`config.mk`:
```
export PLATFORM = sky130hd
export DESIGN_NAME = pipelined_ripple_adder
export DESIGN_NICKNAME = d
export VERILOG_FILES = /design/src/rtl/pipelined_ripple_adder.sv
export SDC_FILE = /design/constraint.sdc
export NUM_CORES = 1
export LEC_CHECK = 0
export BUFFER_PORTS_ARGS = -buffer_cell sky130_fd_sc_hd__buf_4
export CORE_UTILIZATION = 51
export DETAILED_ROUTE_END_ITERATION = 16
export PLACE_DENSITY = 0.75
export RECOVER_POWER = 50
export SYNTH_ARGS = -nofsm -noshare
export SYNTH_HDL_FRONTEND = slang
export SYNTH_SLANG_ARGS = --single-unit
```
`constraint.sdc`:
```
create_clock -name clk -period 1.56 [get_ports clk]
set_input_delay 0.078 -clock clk [delete_from_list [all_inputs] [get_ports clk]]
set_output_delay 0.078 -clock clk [all_outputs]
set_load 0.01 [all_outputs]
```
`src/rtl/pipelined_ripple_adder.sv`:
```
// Ripple adder split into STAGES registered chunks with a valid/ready pipeline.
// Each stage adds one CHUNK of the operands and carries the unused upper chunks forward.
module pipelined_ripple_adder #(
  parameter int DATA_WIDTH = 16,
  parameter int STAGES     = 4
) (
  input  logic                  clk,
  input  logic                  rst_n,
  input  logic [DATA_WIDTH-1:0] a,
  input  logic [DATA_WIDTH-1:0] b,
  input  logic                  ci,
  input  logic                  sub,
  input  logic                  in_vld,
  output logic                  in_rd,
  output logic [DATA_WIDTH-1:0] s,
  output logic                  co,
  output logic                  out_vld,
  input  logic                  out_rd
);

  localparam int CHUNK = DATA_WIDTH / STAGES;

  if (STAGES < 1 || STAGES > DATA_WIDTH || (DATA_WIDTH % STAGES) != 0) begin : g_bad_cfg
    $error("pipelined_ripple_adder: STAGES must divide DATA_WIDTH");
  end

  logic [DATA_WIDTH-1:0] b_eff;
  logic                  c_eff;
  logic [STAGES-1:0]     vld;
  logic [STAGES-1:0]     load;

  assign b_eff = sub ? ~b : b;
  assign c_eff = sub ? 1'b1 : ci;

  // A stage may load whenever any stage at or after it has a hole, or the
  // consumer is draining the last stage; avoids a self-referencing chain.
  always_comb begin
    for (int k = 0; k < STAGES; k++) begin
      load[k] = out_rd;
      for (int j = k; j < STAGES; j++) begin
        if (!vld[j]) load[k] = 1'b1;
      end
    end
  end

  assign in_rd = load[0];

  for (genvar k = 0; k < STAGES; k++) begin : stg
    logic [CHUNK-1:0]         op_a;
    logic [CHUNK-1:0]         op_b;
    logic                     c_in;
    logic                     v_in;
    logic [CHUNK:0]           part;
    logic [(k+1)*CHUNK-1:0]   sum_d;
    logic [(k+1)*CHUNK-1:0]   sum_q;
    logic                     c_q;
    logic                     v_q;

    assign part = {1'b0, op_a} + {1'b0, op_b} + {{CHUNK{1'b0}}, c_in};

    if (k == 0) begin : g_src
      assign op_a  = a[CHUNK-1:0];
      assign op_b  = b_eff[CHUNK-1:0];
      assign c_in  = c_eff;
      assign v_in  = in_vld;
      assign sum_d = part[CHUNK-1:0];
    end else begin : g_src
      assign op_a  = stg[k-1].g_rem.a_q[CHUNK-1:0];
      assign op_b  = stg[k-1].g_rem.b_q[CHUNK-1:0];
      assign c_in  = stg[k-1].c_q;
      assign v_in  = stg[k-1].v_q;
      assign sum_d = {part[CHUNK-1:0], stg[k-1].sum_q};
    end

    // Bubbles advance the valid bit only, so held results never get overwritten.
    always_ff @(posedge clk or negedge rst_n) begin
      if (!rst_n) begin
        v_q   <= 1'b0;
        c_q   <= 1'b0;
        sum_q <= '0;
      end else if (load[k]) begin
        v_q <= v_in;
        if (v_in) begin
          c_q   <= part[CHUNK];
          sum_q <= sum_d;
        end
      end
    end

    assign vld[k] = v_q;

    if (k < STAGES-1) begin : g_rem
      localparam int REM = DATA_WIDTH - (k+1)*CHUNK;
      logic [REM-1:0] a_d, b_d, a_q, b_q;

      if (k == 0) begin : g_d
        assign a_d = a[DATA_WIDTH-1:CHUNK];
        assign b_d = b_eff[DATA_WIDTH-1:CHUNK];
      end else begin : g_d
        assign a_d = stg[k-1].g_rem.a_q[DATA_WIDTH-k*CHUNK-1:CHUNK];
        assign b_d = stg[k-1].g_rem.b_q[DATA_WIDTH-k*CHUNK-1:CHUNK];
      end

      always_ff @(posedge clk or negedge rst_n) begin
        if (!rst_n) begin
          a_q <= '0;
          b_q <= '0;
        end else if (load[k] && v_in) begin
          a_q <= a_d;
          b_q <= b_d;
        end
      end
    end
  end

  assign s       = stg[STAGES-1].sum_q;
  assign co      = stg[STAGES-1].c_q;
  assign out_vld = vld[STAGES-1];

endmodule

```
==> impl_metrics.env <==
export IMPL_status="finished with violations"
export IMPL_violations="negative setup slack"
export IMPL_yosysTopAreaCell="sky130_fd_sc_hd__dfrtp_1"
export IMPL_worst_setup_path_endpoint="stg[2].c_q"
export IMPL_cts_max_level=3
export IMPL_regArea_um2=2402
export IMPL_die_width_um=92.74
export IMPL_postLayoutCellArea_um2=5298
export IMPL_ff2ff_path_depth=5
export IMPL_nNetsFinal=461
export IMPL_critical_path_class="reg -> reg"
export IMPL_initialDrtViolationCount=76
export IMPL_critical_path_buf_inv_count=0
export IMPL_ys_warn_count=0
export IMPL_cp_num_cells=5
export IMPL_syn_area_um2=4199
export IMPL_gr_total_overflow=0
export IMPL_cp_end_kind="flop"
export IMPL_detail_route_first_pass_iterations=4
export IMPL_clk_insertion_delay_late_ns=0.35
export IMPL_layout_filler_cells=624
export IMPL_final_hold_viol_count=0
export IMPL_crit_start="stg[1].g_rem.b_q[0]"
export IMPL_synth_top_area_share_pct=57.21
export IMPL_timing_final_max_slew_violations=0
export IMPL_static_leakage_power_nw=2.446
export IMPL_cts_buffers=9
export IMPL_grt_start_max_net_pins=41
export IMPL_floorplan_die_area_um2=8601
export IMPL_critical_path_reg2reg_endpoint="stg[2].c_q"
export IMPL_met2_length_um=3514
export IMPL_preCtsSetupSlack_ns=-0.1854
export IMPL_worst_path_most_repeated_cell="sky130_fd_sc_hd__fa_2"
export IMPL_finalClockSkew_ns=0.009112
export IMPL_total_vias_in_the_final_route=2563
export IMPL_final_antenna_diode_count=0
export IMPL_core_region_area_um2=7848
export IMPL_avgSynthCellArea_um2=13.59
export IMPL_worst_ep_required_time_ns=1.81
export IMPL_synth_most_common_cell="sky130_fd_sc_hd__dfrtp_1"
export IMPL_setup_viol=8
export IMPL_rows=32
export IMPL_drc_errors=0
export IMPL_postPlaceCellArea_um2=4845
export IMPL_critical_path_top_delay_family="adder cells"
export IMPL_r2r_slack_ns=-0.11
export IMPL_syn_num_nets=367
export IMPL_reg2reg_from="stg[1].g_rem.b_q[0]"
export IMPL_vdd_ir_drop_worst_uv=509.9
export IMPL_die_y_um=92.74
export IMPL_fmaxAchievable_ghz=0.5985
export IMPL_yosys_top_cells_area="sky130_fd_sc_hd__dfrtp_1 57%, sky130_fd_sc_hd__mux2_2 15%, sky130_fd_sc_hd__fa_1 3.8%, sky130_fd_sc_hd__ha_1 3.6%, sky130_fd_sc_hd__o21ai_0 3.0%"
export IMPL_syn_instance_count=309
export IMPL_post_route_min_period_ns=1.671
export IMPL_cp_slowest_cell="sky130_fd_sc_hd__fa_2"
export IMPL_synth_enable_flop_cells=0
export IMPL_cts_tree="built"
export IMPL_gp_routability_congestion=0.7599
export IMPL_hpwl_after_detailed_placement_um=5061
export IMPL_startpoint_type="flop"
export IMPL_crit_path_max_fanout=2
export IMPL_synth_cell_type_count=21
export IMPL_ys_ff_latch=96
export IMPL_wl_met1_um=3394
export IMPL_worst_slew_margin_rel_pct=35.00
export IMPL_power_density_nw_per_um2=1538
export IMPL_ctsLongestPathBuffers=2
export IMPL_post_layout_total_power_mw=8.148
export IMPL_wire_per_inst_um=14.18
export IMPL_rsz0062_at_grt="true"
export IMPL_final_period_utilization_pct=107.1
export IMPL_async_reset_ff_share_pct=100.0
export IMPL_critPathMaxStageDelay_ns=0.42
export IMPL_highest_layer="met4"
export IMPL_grt_pass1_wl_um=12320
export IMPL_initial_antenna_violation_count=0
export IMPL_min_delay_path_class="in -> reg"
export IMPL_port_buffers=56
export IMPL_boundaryPins=57
export IMPL_via_per_inst=5.025
export IMPL_drive_gt1_share_pct=41.18
export IMPL_met3_length_um=219
export IMPL_track_usage_pct=18.64
export IMPL_fin_ws_ns=-0.1109
export IMPL_ys_dominant_reg_cell="sky130_fd_sc_hd__dfrtp_1"
export IMPL_detail_route_wirelength_um=7234
export IMPL_tightest_slew_ns=0.9750
export IMPL_tritoncts_num_sinks=96
export IMPL_drtAntennaViolNets=0
export IMPL_finalHoldWorstSlack_ns=0.01273
export IMPL_multi_input_area_um2=1744
export IMPL_max_cap_violations=0
export IMPL_ys_seq_area_share_pct=57.21
export IMPL_via_count_of_the_first_global_routing_pass=2617
export IMPL_worstPathArrival_ns=1.92
export IMPL_layout_area_overhead_vs_synth_pct=26.16
export IMPL_start_util_pct=53.51
export IMPL_cts_root_buf="sky130_fd_sc_hd__clkbuf_8"
export IMPL_worstPathCellList="fa_2 > fa_2 > a21o_1 > a21oi_2 > o21ai_1"
export IMPL_worst_setup_hold_path_clk_slew_ns=0.09
export IMPL_synth_cells_most_frequent="96 x sky130_fd_sc_hd__dfrtp_1, 56 x sky130_fd_sc_hd__mux2_2, 29 x sky130_fd_sc_hd__nand2_1"
placed cells by master, fill, tap and decap left out, drive strengths merged:
master,count
clkinv,4
o21ai,26
mux2,66
fa,8
a21o,8
clkbuf,12
buf,70
dlygate4sd3,23
or2,2
a21oi,9
nand3b,1
nand2,29
nor2,1
dfrtp,96
xor2,11
ha,12
nand2b,4
xnor2,13
nand4b,1
clkinvlp,2
inv,10
timing repair:
item / 4_1_cts / 5_1_grt
gates cloned: 0 / 0
pin swaps: 9 / 14
setup endpoints to repair: 11 / 19
hold buffers: 23 / 0
buffers inserted: 2 / 3
hold endpoints to repair: 59 / 0
resized for setup: 9 / 16
report_power, final:
group | switching (mW) | total (mW) | internal [mW]
registers | 0.518 | 3.86 | 3.35
clock network | 0.839 | 1.42 | 0.579
logic | 1.21 | 2.87 | 1.66
total | 2.56 | 8.15 | 5.58
routing by layer:
metal,track usage [%],up-vias
li1,-,1241
met1,25.33,1262
met2,30.12,51
met3,2.791,9
met4,7.692,0
met5,0,-
kinds of logic after synthesis:
group	share of synthesized area (%)
xor+xnor	5.006
compound gates	5.870
simple gates	4.112
buf+inv	2.712
mux	17.70
flops	57.21
fa+ha+maj	7.390
area by class of cell:
| cell class | count | share of cell area, % |
|---|---|---|
| Sequential cell | 96 | 45.35 |
| Clock inverter | 7 | 0.8975 |
| Tap cell | 102 | 2.409 |
| Timing Repair Buffer | 96 | 15.45 |
| Multi-Input combinational cell | 191 | 32.92 |
| Clock buffer | 9 | 2.338 |
| Inverter | 9 | 0.6377 |
worst min-delay path by stage:
stage / startpoint / to / slack, ns / depth (start not counted)
2_1_floorplan: rst_n / co / -0.22 / 0
3_3_place_gp: rst_n / stg[0].g_rem.a_q[0] / 0.09 / 1
3_5_place_dp: rst_n / stg[0].g_rem.b_q[0] / 0.09 / 1
4_1_cts: b[10] / stg[0].g_rem.b_q[6] / 0.0004 / 3
5_1_grt: b[10] / stg[0].g_rem.b_q[6] / 0.02 / 3
6_report: b[10] / stg[0].g_rem.b_q[6] / 0.01 / 3
registers in the layout, summed over array words and instances (netlist names):
signal and count:
stg.c_q 3, out_vld 1, s 16, stg.v_q 3, stg.sum_q 24, stg.g_rem.b_q 24
co 1, stg.g_rem.a_q 24
worst reg2reg max path: cells and delay by family, from the launching register on:
| family | cells | cell delay, ns |
|---|---|---|
| compound gates | 3 | 0.36 |
| fa+ha+maj | 2 | 0.80 |
| flops | 1 | 0.41 |
stage by stage:
stage,instances,TNS [ns],util (%)
after global placement,466,-0.5978,61.73
final,510,-0.3828,67.51
after detailed placement,466,-1.062,61.73
after global routing,510,-4.789,67.51
after CTS,507,-0.3017,67.12
after floorplan,309,-0.7381,-
(Power assumes the default switching activity.)
